`config.mk`:
```
export PLATFORM = sky130hd
export DESIGN_NAME = aes_round_sequencer_flat
export DESIGN_NICKNAME = d
export VERILOG_FILES = /design/src/rtl/aes_ctrl_pkg.sv /design/src/rtl/aes_round_sequencer_if.sv /design/src/rtl/aes_round_counter.sv /design/src/rtl/aes_round_sequencer.sv /design/src/flat_wrapper.sv
export SDC_FILE = /design/constraint.sdc
export NUM_CORES = 1
export LEC_CHECK = 0
export BUFFER_PORTS_ARGS = -buffer_cell sky130_fd_sc_hd__clkbuf_2
export CAP_MARGIN = 20
export CELL_PAD_IN_SITES_DETAIL_PLACEMENT = 1
export CELL_PAD_IN_SITES_GLOBAL_PLACEMENT = 1
export CORE_MARGIN = 8
export CORE_UTILIZATION = 40
export DETAILED_ROUTE_END_ITERATION = 10
export GPL_ROUTABILITY_DRIVEN = 0
export GPL_TIMING_DRIVEN = 0
export PLACE_DENSITY = 0.91
export SYNTH_ARGS = -nofsm -noshare
export SYNTH_HDL_FRONTEND = slang
export SYNTH_SLANG_ARGS = --single-unit
```
`constraint.sdc`:
```
create_clock -name clk -period 2.6 [get_ports clk]
set_input_delay 0.39 -clock clk [delete_from_list [all_inputs] [get_ports clk]]
set_output_delay 0.39 -clock clk [all_outputs]
set_load 0.01 [all_outputs]
```
`src/rtl/aes_ctrl_pkg.sv`:
```
// Shared definitions for the AES round sequencer.
//   op_t      : operation code presented to the state datapath
//   state_t   : sequencer FSM state encoding, with ST_* constants
//   nr_of()   : number of cipher rounds for a given key size
package aes_ctrl_pkg;

  typedef enum logic [3:0] {
    OP_NONE     = 4'd0,
    OP_LOAD     = 4'd1,
    OP_ARK      = 4'd2,
    OP_SUB      = 4'd3,
    OP_SHIFT    = 4'd4,
    OP_MIX      = 4'd5,
    OP_INVSUB   = 4'd6,
    OP_INVSHIFT = 4'd7,
    OP_INVMIX   = 4'd8
  } op_t;

  typedef logic [2:0] state_t;

  localparam logic [2:0] ST_IDLE     = 3'd0;
  localparam logic [2:0] ST_LOAD     = 3'd1;
  localparam logic [2:0] ST_WAIT_KEY = 3'd2;
  localparam logic [2:0] ST_ARK      = 3'd3;
  localparam logic [2:0] ST_SUB      = 3'd4;
  localparam logic [2:0] ST_SHIFT    = 3'd5;
  localparam logic [2:0] ST_MIX      = 3'd6;
  localparam logic [2:0] ST_DONE     = 3'd7;

  function automatic int unsigned nr_of(input int unsigned key_bits);
    return key_bits / 32 + 6;
  endfunction

endpackage

```
`src/rtl/aes_round_sequencer_if.sv`:
```
// Control bus between the round sequencer, the state datapath and the
// key-expansion unit.
//   load, key_valid, decrypt   : towards the sequencer
//   operation, round, key_req,
//   busy, done                 : from the sequencer
// decrypt exists only when AES_DECRYPT_EN is defined.
// Modports: master (drives load/key_valid), slave (the sequencer).
interface aes_round_sequencer_if;
  import aes_ctrl_pkg::*;

  logic       load;
  logic       key_valid;
`ifdef AES_DECRYPT_EN
  logic       decrypt;
`endif
  op_t        operation;
  logic [3:0] round;
  logic       key_req;
  logic       busy;
  logic       done;

`ifdef AES_DECRYPT_EN
  modport master (output load, key_valid, decrypt,
                  input  operation, round, key_req, busy, done);
  modport slave  (input  load, key_valid, decrypt,
                  output operation, round, key_req, busy, done);
`else
  modport master (output load, key_valid,
                  input  operation, round, key_req, busy, done);
  modport slave  (input  load, key_valid,
                  output operation, round, key_req, busy, done);
`endif

endinterface

```
`src/rtl/aes_round_counter.sv`:
```
// Round-key index counter: 4-bit up/down counter with parallel load.
// Saturates at LAST (up) and at 0 (down), so it never wraps.
//   clk, reset    : clock, synchronous active-high reset
//   load_i        : load load_val_i (has priority over inc/dec)
//   inc_i, dec_i  : count up / down
//   count_o       : current round index
//   at_last_o     : count_o == LAST
//   at_first_o    : count_o == 0
module aes_round_counter #(
  parameter logic [3:0] LAST = 4'd10
) (
  input  logic       clk,
  input  logic       reset,
  input  logic       load_i,
  input  logic [3:0] load_val_i,
  input  logic       inc_i,
  input  logic       dec_i,
  output logic [3:0] count_o,
  output logic       at_last_o,
  output logic       at_first_o
);

  logic [3:0] count_q, count_d;

  always_comb begin
    count_d = count_q;
    if (load_i) begin
      count_d = load_val_i;
    end else if (inc_i && (count_q != LAST)) begin
      count_d = count_q + 4'd1;
    end else if (dec_i && (count_q != 4'd0)) begin
      count_d = count_q - 4'd1;
    end
  end

  always_ff @(posedge clk) begin
    if (reset) begin
      count_q <= 4'd0;
    end else begin
      count_q <= count_d;
    end
  end

  assign count_o    = count_q;
  assign at_last_o  = (count_q == LAST);
  assign at_first_o = (count_q == 4'd0);

endmodule

```
`src/rtl/aes_round_sequencer.sv`:
```
// AES round controller for AES-128/192/256. Steps the datapath through
// LOAD, AddRoundKey, SubBytes, ShiftRows and MixColumns, requests each
// round key from the key-expansion unit and stalls when a key is late.
// Optional inverse-cipher sequencing is enabled by defining AES_DECRYPT_EN.
// Ports:
//   clk, reset : clock, synchronous active-high reset
//   bus        : aes_round_sequencer_if.slave
//                (load, key_valid, [decrypt] in; operation, round,
//                 key_req, busy, done out)
// Parameters:
//   KEY_BITS   : 128/192/256, rounds NR = KEY_BITS/32 + 6
//   SUB_CYCLES : 1..4 cycles each SubBytes operation is held
//
// state     | meaning
// ----------+-----------------------------------------------------------
// IDLE      | after reset, waiting for load
// LOAD      | datapath loads the block, key for first ARK requested
// WAIT_KEY  | round key not yet delivered
// ARK       | AddRoundKey with key for `round`
// SUB       | (Inv)SubBytes, held SUB_CYCLES cycles
// SHIFT     | (Inv)ShiftRows
// MIX       | (Inv)MixColumns
// DONE      | block finished, done held until next load
module aes_round_sequencer
  import aes_ctrl_pkg::*;
#(
  parameter int unsigned KEY_BITS   = 128,
  parameter int unsigned SUB_CYCLES = 1
) (
  input logic                  clk,
  input logic                  reset,
  aes_round_sequencer_if.slave bus
);

  localparam int unsigned NR       = nr_of(KEY_BITS);
  localparam logic [3:0]  NR_L     = 4'(NR);
  localparam logic [1:0]  SUB_LAST = 2'(SUB_CYCLES - 1);

  if (!(KEY_BITS == 128 || KEY_BITS == 192 || KEY_BITS == 256)) begin : g_bad_key
    $error("aes_round_sequencer: KEY_BITS must be 128, 192 or 256");
  end
  if (SUB_CYCLES < 1 || SUB_CYCLES > 4) begin : g_bad_sub
    $error("aes_round_sequencer: SUB_CYCLES must be 1..4");
  end

  state_t     state_q, state_d;
  logic [1:0] sub_cnt_q, sub_cnt_d;
  logic       dec_q, dec_d;
  logic       key_rdy_q, key_rdy_d;

  logic       dec_start;
  logic       key_avail;
  logic       key_req;
  logic       cnt_load, cnt_inc, cnt_dec;
  logic [3:0] cnt_load_val;
  logic [3:0] round;
  logic       at_last, at_first;
  op_t        op_c;

`ifdef AES_DECRYPT_EN
  assign dec_start = bus.decrypt;
`else
  assign dec_start = 1'b0;
`endif

  // A key counts as present if it arrives this cycle or arrived early.
  assign key_avail = bus.key_valid | key_rdy_q;

  // One request per new round index: at LOAD, on the first SubBytes cycle
  // after an encrypt increment, and on the InvShiftRows after a decrement.
  assign key_req = (state_q == ST_LOAD) ||
                   (!dec_q && (state_q == ST_SUB) && (sub_cnt_q == 2'd0)) ||
                   ( dec_q && (state_q == ST_SHIFT));

  // A key arriving together with a request is the answer to an earlier one
  // only if it is meant for the new round, so the set wins.
  assign key_rdy_d = bus.key_valid ? 1'b1 : (key_req ? 1'b0 : key_rdy_q);

  aes_round_counter #(.LAST(NR_L)) u_round_cnt (
    .clk        (clk),
    .reset      (reset),
    .load_i     (cnt_load),
    .load_val_i (cnt_load_val),
    .inc_i      (cnt_inc),
    .dec_i      (cnt_dec),
    .count_o    (round),
    .at_last_o  (at_last),
    .at_first_o (at_first)
  );

  always_comb begin
    state_d      = state_q;
    sub_cnt_d    = sub_cnt_q;
    dec_d        = dec_q;
    cnt_load     = 1'b0;
    cnt_load_val = 4'd0;
    cnt_inc      = 1'b0;
    cnt_dec      = 1'b0;
    case (state_q)
      ST_IDLE, ST_DONE: begin
        if (bus.load) begin
          state_d      = ST_LOAD;
          dec_d        = dec_start;
          cnt_load     = 1'b1;
          cnt_load_val = dec_start ? NR_L : 4'd0;
        end
      end
      ST_LOAD: state_d = ST_WAIT_KEY;
      ST_WAIT_KEY: begin
        if (key_avail) state_d = ST_ARK;
      end
      ST_ARK: begin
        if (!dec_q) begin
          if (at_last) begin
            state_d = ST_DONE;
          end else begin
            cnt_inc = 1'b1;
            state_d = ST_SUB;
          end
        end else begin
          if (at_first) begin
            state_d = ST_DONE;
          end else if (at_last) begin
            // Initial ARK(NR) is followed directly by InvShiftRows.
            cnt_dec = 1'b1;
            state_d = ST_SHIFT;
          end else begin
            state_d = ST_MIX;
          end
        end
      end
      ST_SUB: begin
        if (sub_cnt_q == SUB_LAST) begin
          sub_cnt_d = 2'd0;
          if (dec_q) state_d = key_avail ? ST_ARK : ST_WAIT_KEY;
          else       state_d = ST_SHIFT;
        end else begin
          sub_cnt_d = sub_cnt_q + 2'd1;
        end
      end
      ST_SHIFT: begin
        if (dec_q)         state_d = ST_SUB;
        else if (!at_last) state_d = ST_MIX;
        else               state_d = key_avail ? ST_ARK : ST_WAIT_KEY;
      end
      ST_MIX: begin
        if (dec_q) begin
          cnt_dec = 1'b1;
          state_d = ST_SHIFT;
        end else begin
          state_d = key_avail ? ST_ARK : ST_WAIT_KEY;
        end
      end
      default: state_d = ST_IDLE;
    endcase
  end

  always_ff @(posedge clk) begin
    if (reset) begin
      state_q   <= ST_IDLE;
      sub_cnt_q <= 2'd0;
      dec_q     <= 1'b0;
      key_rdy_q <= 1'b0;
    end else begin
      state_q   <= state_d;
      sub_cnt_q <= sub_cnt_d;
      dec_q     <= dec_d;
      key_rdy_q <= key_rdy_d;
    end
  end

  always_comb begin
    op_c = OP_NONE;
    case (state_q)
      ST_LOAD:  op_c = OP_LOAD;
      ST_ARK:   op_c = OP_ARK;
      ST_SUB:   op_c = dec_q ? OP_INVSUB   : OP_SUB;
      ST_SHIFT: op_c = dec_q ? OP_INVSHIFT : OP_SHIFT;
      ST_MIX:   op_c = dec_q ? OP_INVMIX   : OP_MIX;
      default:  op_c = OP_NONE;
    endcase
  end

  assign bus.operation = op_c;
  assign bus.round     = round;
  assign bus.key_req   = key_req;
  assign bus.busy      = (state_q != ST_IDLE) && (state_q != ST_DONE);
  assign bus.done      = (state_q == ST_DONE);

endmodule

```
`src/flat_wrapper.sv`:
```
// flat-port wrapper written by rule: the top's interface ports become plain ports
module aes_round_sequencer_flat import aes_ctrl_pkg::*;
#(
  parameter int unsigned KEY_BITS   = 128,
  parameter int unsigned SUB_CYCLES = 1
)
  (clk, reset, bus_load, bus_key_valid, bus_operation, bus_round, bus_key_req, bus_busy, bus_done);
  aes_round_sequencer_if bus_i ();
  input logic clk;
  input logic reset;
  input wire logic [$bits(bus_i.load)-1:0] bus_load;
  input wire logic [$bits(bus_i.key_valid)-1:0] bus_key_valid;
  output wire logic [$bits(bus_i.operation)-1:0] bus_operation;
  output wire logic [$bits(bus_i.round)-1:0] bus_round;
  output wire logic [$bits(bus_i.key_req)-1:0] bus_key_req;
  output wire logic [$bits(bus_i.busy)-1:0] bus_busy;
  output wire logic [$bits(bus_i.done)-1:0] bus_done;
  assign bus_i.load = bus_load;
  assign bus_i.key_valid = bus_key_valid;
  assign bus_operation = bus_i.operation;
  assign bus_round = bus_i.round;
  assign bus_key_req = bus_i.key_req;
  assign bus_busy = bus_i.busy;
  assign bus_done = bus_i.done;
  aes_round_sequencer #(.KEY_BITS(KEY_BITS), .SUB_CYCLES(SUB_CYCLES)) u_core (.clk(clk), .reset(reset), .bus(bus_i));
endmodule
```
---- Yosys cells after proc, flatten, opt, wreduce, memory -nomap -nowiden ----
Cells that the tools add are included.
storage, ports and cells
  register bits after elaboration ......... 10
  bits of input ports ..................... 4
  output and inout bits ................... 11
  word-level logic and storage cells ...... 47
operators by class
  add/subtract/negate cells ............... 2
  eq/ne operators ......................... 13
  mux-type cells .......................... 16
  bitwise operators ....................... 1
  reductions and logical operators ........ 11
operators by type and width
  kind                   count
  $pmux W3 S7            1
  $pmux W3 S5            1
  $eq A3 B3 Y1 const B   4
  $mux W3                4
  $mux W1                7
  $eq A3 B2 Y1 const B   2
  $add A4 B1 Y4 const B  1
  $eq A4 B4 Y1 const B   1
  $mux W2                2
  $mux W4                1
  $ne A2 B2 Y1 const B   2
  $ne A4 B4 Y1 const B   1
  $reduce_or A2 Y1       2
  $eq A3 B1 Y1 const B   1
  $logic_and A1 B1 Y1    3
  $logic_not A3 Y1       1
  $ne A3 B3 Y1 const B   1
  $reduce_and A3 Y1      1
  $reduce_bool A3 Y1     1
  $add A2 B1 Y2 const B  1
  $logic_not A2 Y1       1
  $ne A2 B1 Y1 const B   1
  $reduce_bool A2 Y1     1
  $logic_or A1 B1 Y1     1
  $or A1 B1 Y1           1

---- Logic depth before layout (Yosys ltp) ----
Gate-level depths: netlist (run 1).
  word-level depth ........................ 5
  depth in mapped cells ................... 6

---- Cells and area by module ----
A second synthesis (run 1) with hierarchy kept.
unflattened totals
  cell total of the unflattened synthesis .. 103
  area total of the unflattened synthesis .. 840.8 µm²
modules (own cells, without submodules)
  module               times used  cells an instance  area an instance (µm²)
  aes_round_sequencer  1           54                 429.2
  aes_round_counter    1           49                 411.6

---- Worst setup path after synthesis (run 1) ----
Ideal clock, no wire load.
  path type ............................... register to register
  start point ............................. register u_core.u_round_cnt.count_q[0], in the netlist u_core.u_round_cnt.count_o[0]
  end point ............................... register u_core.u_round_cnt.count_q[2], in the netlist u_core.u_round_cnt.count_o[2]
  data arrival time ....................... 1503 ps
  path slack .............................. 1018 ps
  cell stages (with the launch flop) ...... 7
  path through ............................ dfxtp_1 inv_1 ha_1 and3b_1 buf_2 or4_4 a211oi_2
on the way
  word-level cells in the longest chain between the ends .. 4
  elaborated cells on any way between the ends .. 7
ends and longest elaborated chain
  element                                                                RTL line                 text
  from (decl)                                                            aes_round_counter.sv:23  logic [3:0] count_q, count_d;
  from (signal assigned)                                                 aes_round_counter.sv:40  count_q <= count_d;
  parallel branches: the longest is 4 deep, another holds $add A4 B1 Y4  -
Parallel ways; which one is timed is not known. The select of a mux whose other input is x is not followed.
A chain may end at the register's enable or synchronous reset.

---- Worst setup path after layout (run 1) ----
  start point ............................. register u_core.state_q[0]
  end point ............................... output bus_key_req
on the way
  word-level cells in the longest chain between the ends .. 3
  elaborated cells on any way between the ends .. 4
ends and longest elaborated chain
  element                 RTL line                    text
  from (decl)             aes_round_sequencer.sv:46   state_t state_q, state_d;
  from (signal assigned)  aes_round_sequencer.sv:165  state_q <= state_d;
  $eq A3 B3 Y1            aes_round_sequencer.sv:72   (!dec_q && (state_q == ST_SUB) && (sub_cnt_q == 2'd0)) ||
  $logic_and A1 B1 Y1     aes_round_sequencer.sv:72
  $logic_or A1 B1 Y1 *    aes_round_sequencer.sv:71   assign key_req = (state_q == ST_LOAD) ||
  to (decl)               flat_wrapper.sv:15          output wire logic [$bits(bus_i.key_req)-1:0] bus_key_req;
Mark *: on every way between the ends. The rest lies on a longest branch, timed or not.

==> flow_results.org, run 1 <==
** Status
- Run status :: complete, no violations

** Place
- Total of buffers placed on input and output ports :: 13
- Summed over all nets, the half-perimeter wirelength after detailed placement is 1260 um.
- Placed insts :: 109
- Worst-case setup slack after placement :: 922 ps
- Cell area after placement :: 736 um^2

** CTS
- CTS placed an instance of clkbuf_4 at the clock tree root.
- Number of buffers inserted to repair setup after CTS :: 0
- Resize count post-CTS :: 0
- TritonCTS clock tree :: built
- Clock latency on the worst-skew pair, taken at its later pin, is 270 ps.
- The tree built by TritonCTS fans out to 10 sinks.
- CTS H-Tree Depth :: 1
- CTS Buffer Depth :: 2
- After clock tree synthesis, the clock-pin slew on the worst setup and hold paths is 70 ps.
- Number of clock buffers inserted by TritonCTS :: 3
- Post-CTS Hold Buffers :: 0

** Layout
- Of the cells placed in the final design, the portion with a size suffix greater than 1 is 0.289.
- In the layout the commonest cells are 13 x clkbuf_2, 10 x dfxtp_1, 7 x nor2_1, 7 x o21ai_0, 6 x inv_1.
- Antenna diodes :: 0
- Synthesis-to-layout area growth :: 18.7%
- Cell area after layout :: 772 um^2
- Utilization of the core after routing :: 0.507
- Final net count :: 106
- The library cell used most frequently in the layout, excluding fill and tap cells, is clkbuf_2.
- For this run, the number of standard cells in the final layout without fillers is 113.

** STA
- Hold Worst Slack :: 390 ps
- Across all setup checks in the final design, the least slack found is 843 ps.
- The final count of pins violating max slew came to 0.
- Final Hold Vio Count :: 0
- Final setup skew :: 2.37 ps
- The routed design could run at a clock period as short as 1760 ps.
- Crit share post-route :: 0.676
- Setup repair after global routing missed its margin :: false
- Setup-violating endpoint count in the final report :: 0
- Final-layout setup total negative slack :: 0 ps
- For this run, the top clock speed supported by timing is 569 MHz.

** Critical path
- Depth of the most critical reg-to-reg path :: 6
- Critical register-to-register path startpoint :: u_core.u_round_cnt.count_o[0]
- At the worst endpoint, the arrival time is 1370 ps.
- Minimum setup slack among reg-to-reg paths :: 870 ps
- Tracing the worst setup path back leads to its startpoint at u_core.state_q[0].
- The endpoint identified for the worst register-to-register timing path is u_core.u_round_cnt.count_o[2].
- The critical path is of the register to primary output type.
- In this run the worst path has a maximum fanout of 10.
- Startpoint kind of the worst setup timing path :: register
- The critical path ends at bus_key_req.
- Kind of end point of the critical path :: primary output
- At the worst endpoint, the required time is 2210 ps.

** Pwr
- Across the VDD grid, the largest voltage drop is 0.229 mV.
- Lkg Pwr :: 0.340 nW
- Power spread over the standard cell area amounts to 532 mW/mm^2.
- The share of total power dissipated in sequential elements is 0.418.
- Of the total power, the share spent switching nets is 0.309.
- PnR Total Power :: 0.411 mW
- Sw power :: 0.127 mW
- The share of total power dissipated in combinational logic is 0.225.
- Internal power consumption :: 0.284 mW
- The share of total power dissipated in the clock network is 0.356.

** GRT
- Residual overflow from global routing :: 0
- First-pass GRT wire length :: 2970 um
- Routing usage on met2 :: 0.204
- Entering global routing, the biggest net connects 11 pins.
- The via count of the first global-routing pass was 668.
- Met1 global-route usage :: 0.116
- Global routing's busiest layer :: met2
- Across every metal layer, demand over resource in global routing totals 0.115.
- The number of antenna violations at the first check in global routing was 0.
- In the global route stage, met3 resource usage came out at 0.0180.

** Synth
- Of the total synthesized cell area, the portion taken by AND, OR, NAND and NOR gates is 0.271.
- The Yosys step of the flow raised 0 warnings.
- In the synthesized netlist, the number of instances is 80.
- After synthesis the netlist holds a flip-flop and latch count of 10.
- Yosys cell types :: 33
- Adder and majority cell fraction of the synthesized area :: 0.0769
- Synth Flop Type :: dfxtp_1
- Counting flops with an async set or reset pin after synthesis yields a share of 0.
- After synthesis, the share of cell area in mux cells is 0.0308.
- Average instance area after synthesis :: 8.13 um^2
- Post-synth design cell area :: 651 um^2
- Post-synth EDFFs :: 0
- The share of the Yosys chip area taken by registers is 0.308.
- Xor-xnor portion of the synthesized cell area :: 0.0135
- The post-synthesis compound-gate area fraction is 0.212.
- The number of nets in the synthesized netlist is 88.
- After synthesis, the largest family of logic cells by area is simple AND/OR/NAND/NOR gates.

** Hold path
- Worst min path class :: primary input to register

** Drt
- In the routed layout, each cell is associated on average with a via count of 5.54.
- Via total after detailed routing :: 626
- Violation count after the first detailed-routing iteration :: 7
- In the final routed layout, each cell accounts on average for 15.8 um.
- First-pass detailed-route iteration total :: 4
- Total wire length :: 1780 um
- After detailed routing, the number of remaining DRC violations is 0.
- The detail route stage leaves a number of antenna-violating nets equal to 0.

** Floorplan
- Core footprint :: 0.00152 mm^2
- Measured along the x axis, the die boundary spans 56.3 um.
- Floorplan row count :: 14
- The floorplan step defined a die boundary enclosing 0.00317 mm^2.
- Die Y :: 56.3 um
- Starting Density :: 0.427
- I/O pins :: 15

** Run
- Across the run, the number of max-cap violations was 0.
[layout make-up]
type / instances / area, um^2
Tap cell: 16 / 20.0
Buffer: 6 / 31.3
Fill cell: 198 / 752
Inverter: 6 / 22.5
Sequential cell: 10 / 200
Multi-Input combinational cell: 58 / 397
Timing Repair Buffer: 13 / 65.1
Clock buffer: 4 / 36.3
[worst max-delay path, cell delays in order (launching register included)]
cell and delay (ps):
dfxtp_1 380, buf_2 210, nand3b_1 170, a21oi_1 170, clkbuf_2 160
[flip-flops by register name, indices dropped and copies added, names as in the netlist]
register,cells
u_core.key_rdy_q,1
u_core.state_q,3
u_core.u_round_cnt.count_o,4
u_core.sub_cnt_q,2
[layer usage]
layer | vias up | share of wire
met3 | 5 | 0.034
met4 | 0 | 0.020
met1 | 297 | 0.43
met5 | - | 0
li1 | 311 | -
met2 | 13 | 0.52
[cells by family (layout without fill, tap and decap cells)]
group / Yosys count / in the layout
adder cells (fa/ha/maj): 4 / 4
other: 1 / 1
flip-flops: 10 / 10
buffers and inverters: 12 / 29
multiplexers: 2 / 2
AND/OR/NAND/NOR: 29 / 29
AO/OA/AOI/OAI: 21 / 21
XOR/XNOR: 1 / 1
[Yosys cell counts, types with 2 or more instances]
cell type	n	share of area
inv_1	6	0.035
or3_1	3	0.029
nand2b_1	2	0.019
o21a_1	2	0.023
nand2_1	5	0.029
nand3_1	2	0.015
a21oi_1	3	0.023
buf_2	4	0.031
mux2i_1	2	0.031
or3b_2	2	0.027
a211oi_1	3	0.035
ha_1	4	0.077
nor2_1	7	0.040
dfxtp_1	10	0.31
o21ai_0	7	0.054
[worst min-delay path by stage]
stage	from	to	slack, ps	cells after the start
global placement	u_core.key_rdy_q	u_core.key_rdy_q	480	2
CTS	reset	u_core.state_q[0]	380	3
floorplan	u_core.key_rdy_q	u_core.key_rdy_q	460	2
detailed placement	u_core.sub_cnt_q[0]	u_core.sub_cnt_q[0]	500	2
global route	reset	u_core.state_q[0]	420	3
finish	bus_key_valid	u_core.key_rdy_q	390	3
[power by group through the flow]
stage / clock network (mW) / registers (mW) / logic [mW]
3_3_place_gp: 0 / 0.175 / 0.0892
2_1_floorplan: 0 / 0.173 / 0.0639
6_report: 0.146 / 0.172 / 0.0927
3_5_place_dp: 0 / 0.176 / 0.0920
5_1_grt: 0.153 / 0.174 / 0.103
4_1_cts: 0.151 / 0.172 / 0.0937
Note: power is estimated with default switching activity, not from simulation.
==> run 2: changes to the inputs <==
--- a/config.mk
+++ b/config.mk
@@ -9,12 +9,13 @@
 export CAP_MARGIN = 20
 export CELL_PAD_IN_SITES_DETAIL_PLACEMENT = 1
 export CELL_PAD_IN_SITES_GLOBAL_PLACEMENT = 1
+export CORE_ASPECT_RATIO = 0.7
 export CORE_MARGIN = 8
-export CORE_UTILIZATION = 40
+export CORE_UTILIZATION = 33
 export DETAILED_ROUTE_END_ITERATION = 10
 export GPL_ROUTABILITY_DRIVEN = 0
 export GPL_TIMING_DRIVEN = 0
-export PLACE_DENSITY = 0.91
+export PLACE_DENSITY = 0.81
 export SYNTH_ARGS = -nofsm -noshare
 export SYNTH_HDL_FRONTEND = slang
 export SYNTH_SLANG_ARGS = --single-unit
==> constraint.sdc (replaced) <==
create_clock -name clk -period 1.5 [get_ports clk]
set_input_delay 0.225 -clock clk [delete_from_list [all_inputs] [get_ports clk]]
set_output_delay 0.225 -clock clk [all_outputs]
set_load 0.01 [all_outputs]
==> run 2 against run 1 <==
  * Sequential power up 73%
  * Register-to-register slack lost 810 ps
  * Die area rose by 16%
  * Hold slack lost 160 ps
  * Power grew 86%
  * Clock-buffer cell count did not move
  * Critical path type unchanged
  * Critical endpoint unchanged
  * Largest cell class unchanged
  * Largest power group unchanged
  * Highest routed layer unchanged
==> flow_results.org, run 2 (synthesis gave the netlist of run 1 again) <==
** Floorplan
- Floorplan row count :: 13 (-1)
- The chip width was 69.1 um (+23%).
- The full die area is 0.00367 mm^2 (+16%).
- Die Y :: 53.2 um (-5.6%)
- The starting density of the core was 0.351 (-0.0761).
- The number of top-level design ports is 15 (unchanged).
- Core footprint :: 0.00185 mm^2 (+22%)

** Critical path
- Critical register-to-register path startpoint :: u_core.u_round_cnt.count_o[0]
- Biggest cell delay along the critical path :: 350 ps (-30 ps)
- The top fanout value on the critical path was 7 (-3).
- Walking the worst path, the cells encountered are buf_6 -> nand3b_1 -> a21oi_2 -> buf_2.
- STA classifies the critical path endpoint as a primary output.
- Critical path buffers and inverters :: 2 (unchanged)
- Minimum setup slack among reg-to-reg paths :: 60 ps (-810 ps)
- Crit path max-delay family :: flip-flops
- The critical path starts at u_core.state_q[0].
- The critical path is of the register to primary output type.
- Critical path depth :: 4 (unchanged)
- Critical register-to-register path endpoint :: u_core.u_round_cnt.count_o[2]
- Among all stages on the critical path, the largest delay is contributed by dfxtp_4.
- The worst-case reg-to-reg path depth came to 5 (-1).
- Critical Path Sink :: bus_key_req
- The worst endpoint required time came to 1270 ps (-940 ps).
- STA classifies the critical path startpoint as a register.
- Arrival time at the worst endpoint :: 1220 ps (-150 ps)

** CTS
- Clock-pin slew reported for the worst setup and hold paths after clock tree synthesis :: 70 ps (about the same)
- CTS Buffer Depth :: 2 (unchanged)
- Number of clock buffers inserted by TritonCTS :: 3 (unchanged)
- Clock latency on the worst-skew pair :: 270 ps (about the same)
- CTS H-Tree Depth :: 1 (unchanged)
- Number of clock sinks :: 10 (unchanged)
- The root buffer cell chosen for the clock tree is clkbuf_4.
- The hold buffer count at cts is 0 (unchanged).
- TritonCTS clock tree :: built

** Pwr
- The worst vdd rail ir drop is 0.473 mV (+110%).
- The leakage power figure was 0.377 nW (+11%).
- The cell area power density was 849 mW/mm^2 (+60%).

** STA
- Final slew viol count :: 0 (unchanged)
- The clock skew after layout was 0.373 ps (-2.00 ps).
- Final Hold Vio Count :: 0 (unchanged)
- The smallest setup slack after layout is 50.7 ps (-792 ps).
- Slew @ Worst Pin :: 512 ps
- Setup repair after global routing missed its margin :: true
- The final setup violation count came to 0 (unchanged).
- In this run the tightest slew margin relative to its limit is 0.658.
- Achievable Freq :: 690 MHz
- Clock period minus worst slack :: 1450 ps
- Crit share post-route :: 0.966

** Drt
- Violation count after the first detailed-routing iteration :: 26 (+19)
- The iteration count of the initial detailed-routing pass is 4 (unchanged).
- The total DRC errors in the routed layout is 0 (unchanged).
- The vias per cell was 5.23 (-5.6%).
- Via total after detailed routing :: 638 (+1.9%)
- Remaining antenna violation count after routing :: 0 (unchanged)
- Total wire length :: 1860 um (+4.5%)
- Detailed-route wire length per cell :: 15.2 um (-3.2%)

** Layout
- Final net count :: 109 (+2.8%)
- The top cell types in the final layout, fill and taps aside, are 10 x clkbuf_2, 7 x o21ai_0, 6 x nor2_1.
- Synthesis-to-layout area growth :: 38.5%
- Flip-flop count of the largest register after layout :: 4 (unchanged)
- The share of post-route cells with drive strength above 1 is 0.470 (+0.181).
- The count of non-filler cells in the finished layout is 122 (+8.0%).
- Leaving out fill and tap cells, the most frequent cell in the layout is clkbuf_2.
- Antenna diodes :: 0 (unchanged)
- The final standard cell area without fillers came to 901 um^2 (+17%).

** Hold path
- The worst hold path belongs to the class primary input to register.

** GRT
- The global-route wire length before repair was 3120 um (+5.1%).
- The largest net degree at the start of global routing was 11 (unchanged).
- Overall routing resource usage :: 0.107 (-0.00815)
- The global route total overflow came to 0 (unchanged).
- Number of antenna violations at the first check in global routing :: 0 (unchanged)
- Number of global-route vias before repair :: 668 (unchanged)

** Place
- The detailed-placement wirelength estimate is 1340 um (+6.6%).
- Placed insts :: 115 (+5.5%)
- The worst setup slack before clock tree synthesis came to -101 ps (-1020 ps).
- The total of buffers placed on input and output ports came to 13 (unchanged).
- Cell area after placement :: 747 um^2 (+1.5%)

** Run
- Max-cap violations :: 0 (unchanged)

** Status
- The run finished with clean final reports.
==> run 2: cell type report <==
class                      instances  area, um^2
tap                               22        27.5
sequential                        10         215
multi-input combinational         58         447
inverter                           6        22.5
buffer                             5        45.0
clock buffer                       4        36.3
timing repair buffer              17         108
fill                             228         953
==> run 2: report_power, final <==
group / switching (mW) / internal [mW] / total [mW]
logic: 0.116 / 0.105 / 0.221
registers: 0.0184 / 0.279 / 0.297
clock network: 0.0988 / 0.148 / 0.246
total: 0.233 / 0.532 / 0.765
==> run 2: per-layer routing <==
layer	wire length, um	vias to the layer above	global-route usage	share of wire
li1	-	315	-	-
met1	940	309	0.126	0.51
met2	831	12	0.174	0.45
met3	60	2	0.0354	0.032
met4	27	0	0.0508	0.015
met5	0	-	0	0
==> run 2: worst reg2reg max path, delay by kind of cell (launching register included) <==
family	cells	cell delay, ps
AO/OA/AOI/OAI	1	180
AND/OR/NAND/NOR	2	660
adder cells (fa/ha/maj)	1	140
flip-flops	1	350
buffers and inverters	1	40
==> run 2: timing repair <==
| item | CTS | global route |
|---|---|---|
| pin swaps | 1 | 3 |
| setup buffers | 3 | 1 |
| setup endpoints to repair | 7 | 7 |
| resized for setup | 10 | 18 |
==> run 2: per-stage QoR <==
stage                     TNS [ps]  power, mW  utilization  hold WS [ps]
final                            0      0.765        0.486           226
after detailed placement      -165      0.466        0.403           496
after global placement       -45.9      0.457        0.403           476
after CTS                    -11.8      0.737        0.444           220
after floorplan             -0.180      0.410            -           373
after global routing         -93.8      0.812        0.486           245
==> run 2: how the worst min path moves through the flow <==
stage / startpoint / endpoint / slack [ps] / cells past startpoint
final: bus_key_valid / u_core.key_rdy_q / 230 / 3
after global routing: bus_key_valid / u_core.key_rdy_q / 240 / 3
after CTS: bus_key_valid / u_core.key_rdy_q / 220 / 3
after detailed placement: u_core.key_rdy_q / u_core.key_rdy_q / 500 / 2
after global placement: u_core.key_rdy_q / u_core.key_rdy_q / 480 / 2
after floorplan: reset / u_core.state_q[0] / 370 / 2
==> run 3: changes to the inputs <==
--- a/config.mk
+++ b/config.mk
@@ -14,7 +14,6 @@
 export CORE_UTILIZATION = 33
 export DETAILED_ROUTE_END_ITERATION = 10
 export GPL_ROUTABILITY_DRIVEN = 0
-export GPL_TIMING_DRIVEN = 0
 export PLACE_DENSITY = 0.81
 export SYNTH_ARGS = -nofsm -noshare
 export SYNTH_HDL_FRONTEND = slang
==> run 3 against run 2 <==
  * Cell area fell by 7.1%
  * Combinational power decreased by 12%
  * Wire length grew 0.32%
  * Sequential power barely moved
  * Largest cell class unchanged
==> flow_results.org, run 3 (synthesis gave the netlist of run 1 again) <==
** Drt
- Violation count after the first detailed-routing iteration :: 15 (-42%)
- The wire length after detailed routing came to 1870 um (+0.32%).
- The total DRC errors in the routed layout is 0 (unchanged).
- The final routed wire length divided by cell count came to 15.7 um (+2.9%).
- Vias per cell :: 5.28 (+0.91%)
- The number of nets with antenna violations after routing was 0 (unchanged).
- Via total after detailed routing :: 628 (-1.6%)
- First-pass detailed-route iteration total :: 4 (unchanged)

** Critical path
- Arrival time at the worst endpoint :: 1660 ps (+440 ps)
- The top fanout value on the critical path is 7 (unchanged).
- WS Path Type :: register to register
- STA classifies the critical path endpoint as a register.
- Startpoint kind of the worst setup timing path :: register
- The worst endpoint required time was 1690 ps (+420 ps).

** STA
- Final setup skew :: 5.72 ps (+5.35 ps)
- The final setup violation count was 0 (unchanged).
- Final Hold Vio Count :: 0 (unchanged)
- The post-route worst hold slack was 221 ps (-5.55 ps).
- The share of the clock period used by the worst path after layout is 0.981 (+0.0152).
- The final count of pins violating max slew is 0 (unchanged).
- The timing-limited maximum frequency is 679 MHz (-1.6%).
- Clock period minus worst slack :: 1470 ps (+22.8 ps)
- Setup repair after global routing missed its margin :: true

** CTS
- The clock latency of the later-clocked register in the worst-skew pair was 270 ps (about the same).
- The maximum count of clock buffers along a single path was 2 (unchanged).
- Clock root buffer :: clkbuf_4
- The hold buffer count at cts came to 0 (unchanged).
- The total clock sinks came to 10 (unchanged).
- TritonCTS clock tree :: built
- The number of buffers inserted during clock tree synthesis is 3 (unchanged).
- The clock input transition at the sequential cells of the worst setup and hold paths is 70 ps (about the same).
- The number of H-tree levels is 1 (unchanged).

** GRT
- First-pass GRT wire length :: 3130 um (+0.45%)
- The via count of the first global-routing pass was 657 (-1.6%).
- The number of antenna violations at the first check in global routing is 0 (unchanged).
- The largest net degree at the start of global routing was 15 (+4).
- Residual overflow from global routing :: 0 (unchanged)
- Overall routing resource usage :: 0.105 (-0.00115)

** Pwr
- The final total power is 0.735 mW (-4.0%).
- Lkg Pwr :: 0.351 nW (-6.8%)
- The worst vdd rail ir drop is 0.462 mV (-2.2%).
- P per Cell Area :: 878 mW/mm^2 (+3.3%)

** Floorplan
- The starting density of the core was 0.351 (unchanged).
- The row count is 13 (unchanged).
- I/O pins :: 15 (unchanged)
- The placeable core area was 0.00185 mm^2 (unchanged).
- The overall die height was 53.2 um (unchanged).
- Floorplan die area :: 0.00367 mm^2 (unchanged)
- The chip width is 69.1 um (unchanged).

** Layout
- The number of antenna diodes came to 0 (unchanged).
- The flip-flop count of the largest register after layout is 4 (unchanged).
- The net total in the final layout came to 106 (-2.8%).
- The library cell used most frequently in the layout, excluding fill and tap cells, is clkbuf_2.
- Most frequent cells in the layout :: 11 x clkbuf_2, 7 x o21ai_0, 6 x nor2_1, 6 x dfxtp_1
- From synthesis to final layout, the design area changed by 28.7%.
- The share of post-route cells with drive strength above 1 came to 0.412 (-0.0576).

** Place
- The total of buffers placed on input and output ports came to 13 (unchanged).
- Post-detailed-placement half-perimeter wirelength :: 1260 um (-6.3%)

** Run
- The number of maximum-capacitance constraint violations is 0 (unchanged).

** Hold path
- Worst min path class :: primary input to register

** Status
- Run status :: complete, no violations
-- run 3: changes by cell type in the layout (fill, tap and decap cells not counted), sizes merged --
cell,delta
buf,-3
-- run 3: what timing repair did --
item | 4_1_cts | 5_1_grt
cloned | 0 | 0
gates resized for setup | 5 | 12
endpoints found under the hold margin | 0 | 0
setup buffers | 2 | 1
setup endpoints to repair | 6 | 9
pin swaps | 0 | 1
-- run 3: critical path, stage by stage (launching register included) --
cell and delay (ps):
dfxtp_4 350, inv_2 40, ha_2 170, and3b_2 240
or4_4 430, a211oi_2 170
-- run 3: metrics by stage --
step	worst slack, ps	TNS, ps	cell area (um^2)	utilization	std cells
final	27.8	0	837	0.451	119
after global routing	-32.7	-65.8	837	0.451	119
after CTS	4.60	0	801	0.432	118
after global placement	51.7	0	738	0.398	112
after detailed placement	10.1	0	738	0.398	112
after floorplan	-0.180	-0.180	654	-	80
-- run 3: layout make-up --
type	instances	area [um^2]
repair buffers	19	121
fillers	230	1020
well taps	22	27.5
inverters	6	22.5
flip-flops and latches	10	213
multi-input cells	58	417
clock buffers	4	36.3
-- run 3: layer usage --
layer  vias up  track usage  routed length [um]
li1        309            -                   -
met1       300        0.132                 908
met2        14        0.163                 843
met3         5       0.0373                  89
met4         0       0.0407                  25
met5         -            0                   0
-- run 3: path summary, 6_finish.rpt --
path,start,end,slack (ps),cells past startpoint
setup / recovery,u_core.u_round_cnt.count_o[0],u_core.u_round_cnt.count_o[2],30,5
hold / removal,bus_key_valid,u_core.key_rdy_q,220,3
setup reg to reg,u_core.u_round_cnt.count_o[0],u_core.u_round_cnt.count_o[2],30,5
hold reg to reg,u_core.key_rdy_q,u_core.key_rdy_q,490,2
-- run 3: where the power goes --
group | total [mW] | internal, mW | leakage, nW | switching, mW
clock | 0.243 | 0.147 | 0.0210 | 0.0955
sequential | 0.297 | 0.279 | 0.0839 | 0.0182
combinational | 0.194 | 0.0860 | 0.246 | 0.108
